File: config.mk
export PLATFORM = sky130hd
export DESIGN_NAME = ram_port_arbiter
export DESIGN_NICKNAME = d
export VERILOG_FILES = /design/src/rtl/ram_port_arbiter_pkg.sv /design/src/rtl/arb_starve_counter.sv /design/src/rtl/ram_port_arbiter.sv
export SDC_FILE = /design/constraint.sdc
export NUM_CORES = 1
export LEC_CHECK = 0
export ABC_AREA = 0
export BUFFER_PORTS_ARGS = -buffer_cell sky130_fd_sc_hd__clkbuf_2
export CAP_MARGIN = 20
export CELL_PAD_IN_SITES_DETAIL_PLACEMENT = 1
export CELL_PAD_IN_SITES_GLOBAL_PLACEMENT = 2
export CORE_AREA = 2 2 82 84
export CTS_CLUSTER_DIAMETER = 40
export DETAILED_ROUTE_END_ITERATION = 7
export DIE_AREA = 0 0 84 86
export PLACE_DENSITY_LB_ADDON = 0.12
export SLEW_MARGIN = 30
export SYNTH_ARGS = -nofsm -noshare
export SYNTH_HDL_FRONTEND = slang
export SYNTH_SLANG_ARGS = --single-unit
File: constraint.sdc
create_clock -name clk -period 3.8 [get_ports clk]
set_input_delay 0.19 -clock clk [delete_from_list [all_inputs] [get_ports clk]]
set_output_delay 0.19 -clock clk [all_outputs]
set_load 0.005 [all_outputs]
File: src/rtl/ram_port_arbiter_pkg.sv
// Shared constants for the RAM port 1 arbiter: FSM state encodings and requester ids.
package ram_port_arbiter_pkg;

    localparam logic [1:0] ARB_IDLE = 2'd0;
    localparam logic [1:0] ARB_ADDR = 2'd1;
    localparam logic [1:0] ARB_DATA = 2'd2;

    localparam logic ARB_ID_FETCH = 1'b0;
    localparam logic ARB_ID_LS    = 1'b1;

endpackage

File: src/rtl/arb_starve_counter.sv
// Fetch starvation guard: counts ls grants made while fetch waits and forces a fetch win at the limit.
// Only built when RAM_ARB_FAIRNESS_EN is defined.
`ifdef RAM_ARB_FAIRNESS_EN
module arb_starve_counter #(
    parameter int unsigned STARVE_LIMIT = 4
) (
    input  logic clk,
    input  logic rst,
    input  logic ls_grant_i,
    input  logic fetch_grant_i,
    input  logic fetch_req_i,
    output logic force_fetch_c
);

    localparam int unsigned CW = $clog2(STARVE_LIMIT + 1);

    logic [CW-1:0] cnt_q;
    logic [CW-1:0] cnt_d;

    // An ls grant with nobody waiting resets the streak.
    always_comb begin
        cnt_d = cnt_q;
        if (fetch_grant_i) begin
            cnt_d = '0;
        end else if (ls_grant_i) begin
            cnt_d = fetch_req_i ? cnt_q + CW'(1) : '0;
        end
    end

    always_ff @(posedge clk) begin
        if (rst) begin
            cnt_q <= '0;
        end else begin
            cnt_q <= cnt_d;
        end
    end

    assign force_fetch_c = (cnt_q == CW'(STARVE_LIMIT));

endmodule
`endif

File: src/rtl/ram_port_arbiter.sv
// Sequences RAM port 1 (IDLE/ADDR/DATA) and shares it between fetch and load/store.
// Define RAM_ARB_FAIRNESS_EN to bound how long ls can starve a waiting fetch.
module ram_port_arbiter
    import ram_port_arbiter_pkg::*;
#(
    parameter int unsigned ADDR_WIDTH   = 8,
    parameter int unsigned DATA_WIDTH   = 8,
    parameter int unsigned STARVE_LIMIT = 4
) (
    input  logic                  clk,
    input  logic                  rst,
    input  logic                  fetch_req,
    input  logic [ADDR_WIDTH-1:0] fetch_addr,
    output logic                  fetch_gnt,
    output logic                  fetch_done,
    output logic [DATA_WIDTH-1:0] fetch_rdata,
    input  logic                  ls_req,
    input  logic                  ls_we,
    input  logic [ADDR_WIDTH-1:0] ls_addr,
    input  logic [DATA_WIDTH-1:0] ls_wdata,
    output logic                  ls_gnt,
    output logic                  ls_done,
    output logic [DATA_WIDTH-1:0] ls_rdata,
    output logic                  ram_en,
    output logic                  ram_we,
    output logic                  ram_out_en,
    output logic [ADDR_WIDTH-1:0] ram_addr,
    output logic [DATA_WIDTH-1:0] ram_wdata,
    input  logic [DATA_WIDTH-1:0] ram_rdata
);

    logic [1:0]            state_q,       state_d;
    logic                  id_q,          id_d;
    logic                  fetch_gnt_q,   fetch_gnt_d;
    logic                  fetch_done_q,  fetch_done_d;
    logic [DATA_WIDTH-1:0] fetch_rdata_q, fetch_rdata_d;
    logic                  ls_gnt_q,      ls_gnt_d;
    logic                  ls_done_q,     ls_done_d;
    logic [DATA_WIDTH-1:0] ls_rdata_q,    ls_rdata_d;
    logic                  ram_en_q,      ram_en_d;
    logic                  ram_we_q,      ram_we_d;
    logic                  ram_out_en_q,  ram_out_en_d;
    logic [ADDR_WIDTH-1:0] ram_addr_q,    ram_addr_d;
    logic [DATA_WIDTH-1:0] ram_wdata_q,   ram_wdata_d;

    logic idle;
    logic force_fetch;
    logic ls_win;
    logic fetch_win;

    assign idle      = (state_q == ARB_IDLE);
    assign ls_win    = idle && ls_req && !(force_fetch && fetch_req);
    assign fetch_win = idle && fetch_req && !ls_win;

`ifdef RAM_ARB_FAIRNESS_EN
    arb_starve_counter #(
        .STARVE_LIMIT (STARVE_LIMIT)
    ) u_starve (
        .clk           (clk),
        .rst           (rst),
        .ls_grant_i    (ls_win),
        .fetch_grant_i (fetch_win),
        .fetch_req_i   (fetch_req),
        .force_fetch_c (force_fetch)
    );
`else
    // Strict ls priority; the limit only matters when the guard is built.
    assign force_fetch = (STARVE_LIMIT == 0) && 1'b0;
`endif

    always_comb begin
        state_d       = state_q;
        id_d          = id_q;
        fetch_gnt_d   = 1'b0;
        fetch_done_d  = 1'b0;
        fetch_rdata_d = fetch_rdata_q;
        ls_gnt_d      = 1'b0;
        ls_done_d     = 1'b0;
        ls_rdata_d    = ls_rdata_q;
        ram_en_d      = 1'b0;
        ram_we_d      = 1'b0;
        ram_out_en_d  = 1'b0;
        ram_addr_d    = ram_addr_q;
        ram_wdata_d   = ram_wdata_q;

        case (state_q)
            ARB_IDLE: begin
                if (ls_win) begin
                    state_d     = ARB_ADDR;
                    id_d        = ARB_ID_LS;
                    ls_gnt_d    = 1'b1;
                    ram_en_d    = 1'b1;
                    ram_we_d    = ls_we;
                    ram_addr_d  = ls_addr;
                    ram_wdata_d = ls_wdata;
                end else if (fetch_win) begin
                    state_d     = ARB_ADDR;
                    id_d        = ARB_ID_FETCH;
                    fetch_gnt_d = 1'b1;
                    ram_en_d    = 1'b1;
                    ram_addr_d  = fetch_addr;
                end
            end
            // ram_we_q still holds the latched direction of the access in flight.
            ARB_ADDR: begin
                if (ram_we_q) begin
                    state_d   = ARB_IDLE;
                    ls_done_d = 1'b1;
                end else begin
                    state_d      = ARB_DATA;
                    ram_out_en_d = 1'b1;
                end
            end
            ARB_DATA: begin
                state_d = ARB_IDLE;
                if (id_q == ARB_ID_LS) begin
                    ls_rdata_d = ram_rdata;
                    ls_done_d  = 1'b1;
                end else begin
                    fetch_rdata_d = ram_rdata;
                    fetch_done_d  = 1'b1;
                end
            end
            default: state_d = ARB_IDLE;
        endcase
    end

    always_ff @(posedge clk) begin
        if (rst) begin
            state_q       <= ARB_IDLE;
            id_q          <= ARB_ID_FETCH;
            fetch_gnt_q   <= 1'b0;
            fetch_done_q  <= 1'b0;
            fetch_rdata_q <= '0;
            ls_gnt_q      <= 1'b0;
            ls_done_q     <= 1'b0;
            ls_rdata_q    <= '0;
            ram_en_q      <= 1'b0;
            ram_we_q      <= 1'b0;
            ram_out_en_q  <= 1'b0;
            ram_addr_q    <= '0;
            ram_wdata_q   <= '0;
        end else begin
            state_q       <= state_d;
            id_q          <= id_d;
            fetch_gnt_q   <= fetch_gnt_d;
            fetch_done_q  <= fetch_done_d;
            fetch_rdata_q <= fetch_rdata_d;
            ls_gnt_q      <= ls_gnt_d;
            ls_done_q     <= ls_done_d;
            ls_rdata_q    <= ls_rdata_d;
            ram_en_q      <= ram_en_d;
            ram_we_q      <= ram_we_d;
            ram_out_en_q  <= ram_out_en_d;
            ram_addr_q    <= ram_addr_d;
            ram_wdata_q   <= ram_wdata_d;
        end
    end

    assign fetch_gnt   = fetch_gnt_q;
    assign fetch_done  = fetch_done_q;
    assign fetch_rdata = fetch_rdata_q;
    assign ls_gnt      = ls_gnt_q;
    assign ls_done     = ls_done_q;
    assign ls_rdata    = ls_rdata_q;
    assign ram_en      = ram_en_q;
    assign ram_we      = ram_we_q;
    assign ram_out_en  = ram_out_en_q;
    assign ram_addr    = ram_addr_q;
    assign ram_wdata   = ram_wdata_q;

endmodule

[Word-level counts from Yosys, hierarchy flattened]
Index checks and enable logic that the tools add are counted.
Word-level totals
  bits in registers: 42
  latch bits: 0
  memory bits (writable): 0
  bits in read-only memories: 0
  input port bits: 37
  output and inout port bits: 39
  logic and storage cells: 52
  memories: 0
Cells by class
  add/subtract/negate cells: 0
  multipliers: 0
  div/mod/pow operators: 0
  magnitude comparators: 0
  eq/ne operators: 3
  shift-type cells: 0
  multiplexer cells: 16
  bitwise gates (word level): 5
  reduce and logical (&&, ||, !) cells: 15
Operators by type and width (number)
  two-way mux 8 bit: 2
  two-way mux 1 bit: 9
  AND reduction 2 bit: 4
  two-way mux 2 bit: 3
  OR reduction 2 bit: 3
  OR reduction 3 bit: 2
  inverter 1 bit: 5
  one-hot mux 2 bit (2 select lines): 1
  logical AND 1 bit: 3
  != test 3 x 1 -> 1 bit (second input constant): 1
  equality test 2 x 1 -> 1 bit (second input constant): 1
  equality test 2 bit (second input constant): 1
  zero test 2 bit: 1
  one-hot mux 1 bit (2 select lines): 1
  nonzero test 2 bit: 1
  zero test 1 bit: 1

[Depth between registers and ports, before layout]
Gate-level depths: netlist (run 1).
  word-level depth: 7
  gate-level depth with buffers: 7
  depth with buffers taken out: 5

[Worst setup path before layout (run 1)]
Ideal clock, no wire load.
  path type: register to register
  start point: reg state_q[0]
  end point: reg state_q[1]
  library setup time: 0.121 ns
  arrival: 1.202 ns
  required time: 3.679 ns
  path slack: 2.478 ns
  cell stages (with the launch flop): 5
  period minus slack after synthesis: 1.322 ns
  cells stage by stage: dfxtp_1 inv_1 ha_1 nor3b_2 mux2_2
On the way
  longest elaborated chain between the ends: 5
RTL lines
  start: declaration: RTL line ram_port_arbiter.sv:32  | logic [1:0] state_q, state_d;
  start signal: assignment: RTL line ram_port_arbiter.sv:144  | state_q <= state_d;
  zero test 2 bit: RTL line ram_port_arbiter.sv:51, ram_port_arbiter.sv:86
  logical AND 1 bit: RTL line ram_port_arbiter.sv:52  | assign ls_win = idle && ls_req && !(force_fetch && fetch_req);
  zero test 1 bit: RTL line ram_port_arbiter.sv:53  | assign fetch_win = idle && fetch_req && !ls_win;
  logical AND 1 bit: RTL line ram_port_arbiter.sv:53
  != test 3 x 1 -> 1 bit (no source line)
Several ways; a longest one is shown, not always the timed one.
A chain may end at the register's enable or synchronous reset.

[Worst setup path in the final report (run 1)]
  start point: reg state_q[0]
  end point: reg fetch_rdata_q[5] (netlist: fetch_rdata[5])
On the way
  longest elaborated chain between the ends: 2
RTL lines
  equality test 2 bit: RTL line ram_port_arbiter.sv:86  | case (state_q)
  AND reduction 2 bit (no source line)
  end signal: assignment: RTL line ram_port_arbiter.sv:148  | fetch_rdata_q <= fetch_rdata_d;
  end: declaration: RTL line ram_port_arbiter.sv:36  | logic [DATA_WIDTH-1:0] fetch_rdata_q, fetch_rdata_d;
Every way passes these cells.

==> results of run 1 <==
[metrics by stage]
stage,hold WS (ns),util
2_1_floorplan,0.270,-
3_3_place_gp,0.396,0.326
3_5_place_dp,0.402,0.326
4_1_cts,0.0932,0.349
5_1_grt,0.0907,0.349
6_report,0.0952,0.349
[power by group]
group | internal [uW] | leakage [uW] | switching (uW)
logic | 76.9 | 0.000558 | 94.8
registers | 474 | 0.000343 | 19.5
clock network | 280 | 0.0000714 | 159
total | 831 | 0.000973 | 274
[sequential cells by signal, summed over array words and instances (netlist names), 2 cells and up]
register	flops
fetch_rdata	8
ls_rdata	8
ram_addr	8
ram_wdata	8
state_q	2
[placed cells by master (no fill, tap or decap), drive strengths merged, types with 3 or more instances in the layout]
cell,Yosys,layout
clkbuf,0,80
nand2,44,44
dfxtp,42,42
a21oi,26,26
nor2,14,14
mux2i,9,9
nand3,8,8
a211oi,8,8
ha,4,4
nor3b,3,3
[worst paths after layout]
path | start | slack [ns] | end
worst max-delay path | state_q[0]$_SDFFE_PP0P_ | 2.17 | fetch_rdata[5]$_SDFFE_PP0P_
worst min-delay path | ls_we | 0.1 | ram_we$_SDFF_PP0_
worst max register to register | state_q[0]$_SDFFE_PP0P_ | 2.17 | fetch_rdata[5]$_SDFFE_PP0P_
worst min register to register | ls_rdata[6]$_SDFFE_PP0P_ | 0.46 | ls_rdata[6]$_SDFFE_PP0P_
[worst reg2reg max path, stage by stage, from the launching register on]
cell     delay [ns]
dfxtp_1        0.33
inv_1          0.10
ha_1           0.37
nor2b_1        0.49
nand2_1        0.12
a21oi_1        0.15
[cell families (layout without fill, tap and decap cells)]
group                      Yosys count  after routing  share of synthesized area
buffers and inverters               13             85                     0.0464
adders and majority gates            4              4                     0.0304
AOI/OAI and AO/OA                   35             35                      0.149
and+or+nand+nor                     75             75                      0.202
muxes                               10             10                     0.0616
DFF                                 42             42                      0.511
[metal layers]
layer / global-route usage / vias to the layer above / part of all wire
li1: - / 735 / -
met1: 0.140 / 665 / 0.40
met2: 0.216 / 50 / 0.50
met3: 0.0481 / 6 / 0.081
met4: 0.0440 / 0 / 0.014
met5: 0 / - / 0
[final cells by class]
cell class	count	area, um2	share of cell area
clock inverter	2	60.1	0.0274
multi-input combinational	124	728	0.332
clock buffer	6	82.6	0.0377
inverter	2	7.51	0.00343
timing repair buffer	75	375	0.171
sequential	42	841	0.384
tap	77	96.3	0.0440
==> qor.yml, run 1 <==
grt_start_max_net_pins: 42
io_pins: 76
wirelength_um: 4300
drt_pass1_iterations: 4
synthTopCellsByCount: "44 x nand2_1, 42 x dfxtp_1, 26 x a21oi_1"
dp_hpwl_um: 3200
slowest_stage: "nor2b_1"
syn-instance-count: 179
clk_latency_ns: 0.29
crit_path_cell_trace: "inv_1, ha_1, nor2b_1, nand2_1, a21oi_1"
postCtsHoldBufs: 0
cp-start-kind: "flip-flop"
clockRootBuffer: "clkbuf_8"
area_growth_pct: 33.2
ys_ff_latch: 42
dp.cells: 320
setup_slack_ns: 2.17
htree_levels: 2
synthFlopType: "dfxtp_1"
power.density_mw_per_mm2: 504
period_share: 0.429
cts_tree: "done"
rr_worst_depth: 5
clk_pin_slew_ns: 0.08
slew_headroom: 0.442
postCtsSetupBuffers: 0
maxSlewViolCount: 0
place_area_mm2: 0.00205
end_kind: "flip-flop"
syn-cell-area_mm2: 0.00165
synth_top_area_share: 0.511
drtIter0Drc: 19
globalplace.congestion: 0.708
die_w_um: 84
synth_area_leaders: "dfxtp_1 51%, nand2_1 10%, a21oi_1 7.9%, a211oi_2 6.1%, mux2i_1 5.5%"
yosysMostFrequentCell: "nand2_1"
routed_via_density: 4.44
grt_pass1_wl_um: 7200
fmax_mhz: 613
grt_setup_unrepaired: "false"
cp_max_fo: 11
port_buffers: 75
syn_area_per_cell_um2: 9.19
groute.usage.overall: 0.125
critical_path_class: "reg2reg"
grt_pass1_vias: 1532
yosysSeqAreaShare: 0.511
vias: 1456
timing.final.setup_violations: 0
yosys_warnings: 0
start_util: 0.262
status: "finished clean"
post-route-min-period_ns: 1.63
synth_edf_count: 0
post_cts_resized: 0
cp.required_ns: 4.02
hold_depth: 2
grt_antenna_before_repair: 0
ant_nets: 0
drive_gt1_frac: 0.382
cp.depth: 5
fin_cells: 328
yosysTopAreaCell: "dfxtp_1"
leakage_uw: 0.000973
slowest_delay_ns: 0.49
dp_slack_ns: 2.18
drc_errors: 0
n_antenna_cell: 0
numCtsBuffers: 5
fin_area_mm2: 0.00219
crit_arrival_ns: 1.85
dieArea_mm2: 0.00722
drv_cap: 0
numClockSinks: 42
chipHeight_um: 86
syn_nets: 220
finClkSkew_ns: 0.00245
setup_tns_ns: 0
power_uw: 1100
synthDistinctLibCells: 22
worst_slew_pin_slew_ns: 0.837
core-area_mm2: 0.00628
clk_path_buf_depth: 2
min_path_type: "in2reg"
route.detailed.wl_per_inst_um: 13.1
grt-ovfl-total: 0
nFillCells: 799
async_flop_share: 0
ir_worst_vdd_v: 0.000156
path_delay_family: "simple AND/OR/NAND/NOR gates"
rows: 29
crit_buf_inv: 1
hold_viol_final: 0
nNetsFinal: 291
Note: power is estimated with default switching activity, not from simulation.
==> inputs of run 2 (changes only) <==
- CORE_AREA: 2 2 82 84 -> 2 2 85 87
- DIE_AREA: 0 0 84 86 -> 0 0 87 89
- clock period: 3.8 -> 1.5 ns (I/O delays scaled with it)
==> run 2 against run 1 <==
Effect of this change:
- first-iteration DRC count rose by 53%
- critical endpoint is now state_q[1]$_SDFFE_PP0P_
- non-clock buffer count is 13 higher
- sequential cell count is the same
- worst hold slack worse by 0.085 ns
==> qor.yml, run 2 (synthesis results as in run 1) <==
status: "finished clean"
grt_setup_unrepaired: "false"
place_area_mm2: 0.00210
end_kind: "flip-flop"
numCtsBuffers: 5
numClockSinks: 42
worstHoldStart: "ls_wdata[0]"
critical_path_class: "reg2reg"
timing.rr.start: "state_q[1]$_SDFFE_PP0P_"
drc_errors: 0
timing.final.setup_violations: 0
busiest_layer: "met2"
power.density_mw_per_mm2: 1090
whs_ns: 0.0106
ir_worst_vdd_v: 0.000433
chipHeight_um: 89
nNetsFinal: 304
nFillCells: 830
path_delay_family: "multiplexers"
io_pins: 76
grt-ovfl-total: 0
n_antenna_cell: 0
cp-start-kind: "flip-flop"
layout_common_cells: "75 x clkbuf_2, 43 x nand2_1, 42 x dfxtp_1"
use_met1: 0.146
slew_headroom: 0.752
drt_pass1_iterations: 4
grt_antenna_before_repair: 0
grt_start_max_net_pins: 17
ant_nets: 0
vias: 1526
die_w_um: 87
postCtsSetupBuffers: 0
drv_cap: 0
crit_start: "state_q[1]$_SDFFE_PP0P_"
routed_via_density: 4.44
crit_path_cell_trace: "inv_1, ha_2, nor3b_4, mux2_2"
grt.met2_usage: 0.203
dp_hpwl_um: 3250
maxSlewViolCount: 0
drtIter0Drc: 29
finClkSkew_ns: 0.0104
htree_levels: 2
cp.required_ns: 1.68
hold_viol_final: 0
grt_pass1_vias: 1524
crit_arrival_ns: 1.58
rows: 30
slowest_delay_ns: 0.35
dieArea_mm2: 0.00774
worst_slew_pin_slew_ns: 0.372
wirelength_um: 4390
groute.usage.overall: 0.119
start_util: 0.245
route.detailed.wl_per_inst_um: 12.8
area_growth_pct: 38.3
globalplace.congestion: 0.685
fin_area_mm2: 0.00227
post-route-min-period_ns: 1.40
cp_max_fo: 7
grt_pass1_wl_um: 7140
groute.layer.met3.usage: 0.0332
slowest_stage: "mux2_2"
leakage_uw: 0.00101
min_path_type: "in2reg"
clk_path_buf_depth: 2
cts_tree: "done"
port_buffers: 75
clk_latency_ns: 0.29
clk_pin_slew_ns: 0.08
clockRootBuffer: "clkbuf_8"
period_share: 0.936
crit_buf_inv: 1
mostFrequentLayoutCell: "clkbuf_2"
drive_gt1_frac: 0.398
fmax_mhz: 712
core-area_mm2: 0.00672
-- run 2: final cells by class --
class	count	area (um2)	share of cell area
clock inverter	1	5.00	0.00220
clock buffer	7	86.3	0.0380
inverter	2	7.51	0.00330
timing repair buffer	88	490	0.216
tap	80	100	0.0440
sequential	42	841	0.370
multi-input combinational	124	744	0.327
-- run 2: per-stage QoR --
step / utilization / worst slack (ns) / cells / power [uW] / TNS, ns
2_1_floorplan: - / 0.178 / 179 / 1560 / 0
3_3_place_gp: 0.312 / -0.00647 / 329 / 1740 / -0.00647
3_5_place_dp: 0.312 / 0.0149 / 329 / 1740 / 0
4_1_cts: 0.336 / 0.0119 / 344 / 2520 / 0
5_1_grt: 0.339 / 0.00327 / 344 / 2640 / 0
6_report: 0.339 / 0.0962 / 344 / 2490 / 0
-- run 2: worst paths after layout --
path / endpoint / slack [ns] / cells after the start
max: state_q[1]$_SDFFE_PP0P_ / 0.1 / 4
min: ram_wdata[0]$_SDFFE_PP0P_ / 0.01 / 3
max reg2reg: state_q[1]$_SDFFE_PP0P_ / 0.1 / 4
min reg2reg: fetch_rdata[0]$_SDFFE_PP0P_ / 0.46 / 2
-- run 2: repair_timing --
item                                   CTS  global route
setup endpoints to repair                0            29
hold buffers                             7             0
endpoints found under the hold margin    7             0
gates resized for setup                  0             5
-- run 2: power by group --
part           total [uW]  switching, uW  internal, uW  leakage (uW)
clock                 762            390           372     0.0000482
combinational         480            253           227      0.000621
sequential           1250           46.0          1200      0.000343
total                2490            688          1800       0.00101
-- run 2: layer usage --
layer	wire [um]	vias to the layer above
met5	0	-
met4	13	0
met3	253	3
met2	2180	42
met1	1950	714
li1	-	767
-- run 2: worst min-delay path, cell delays in order --
cell,delay [ns]
clkbuf_2,0.08
nand2_1,0.04
a21oi_1,0.05
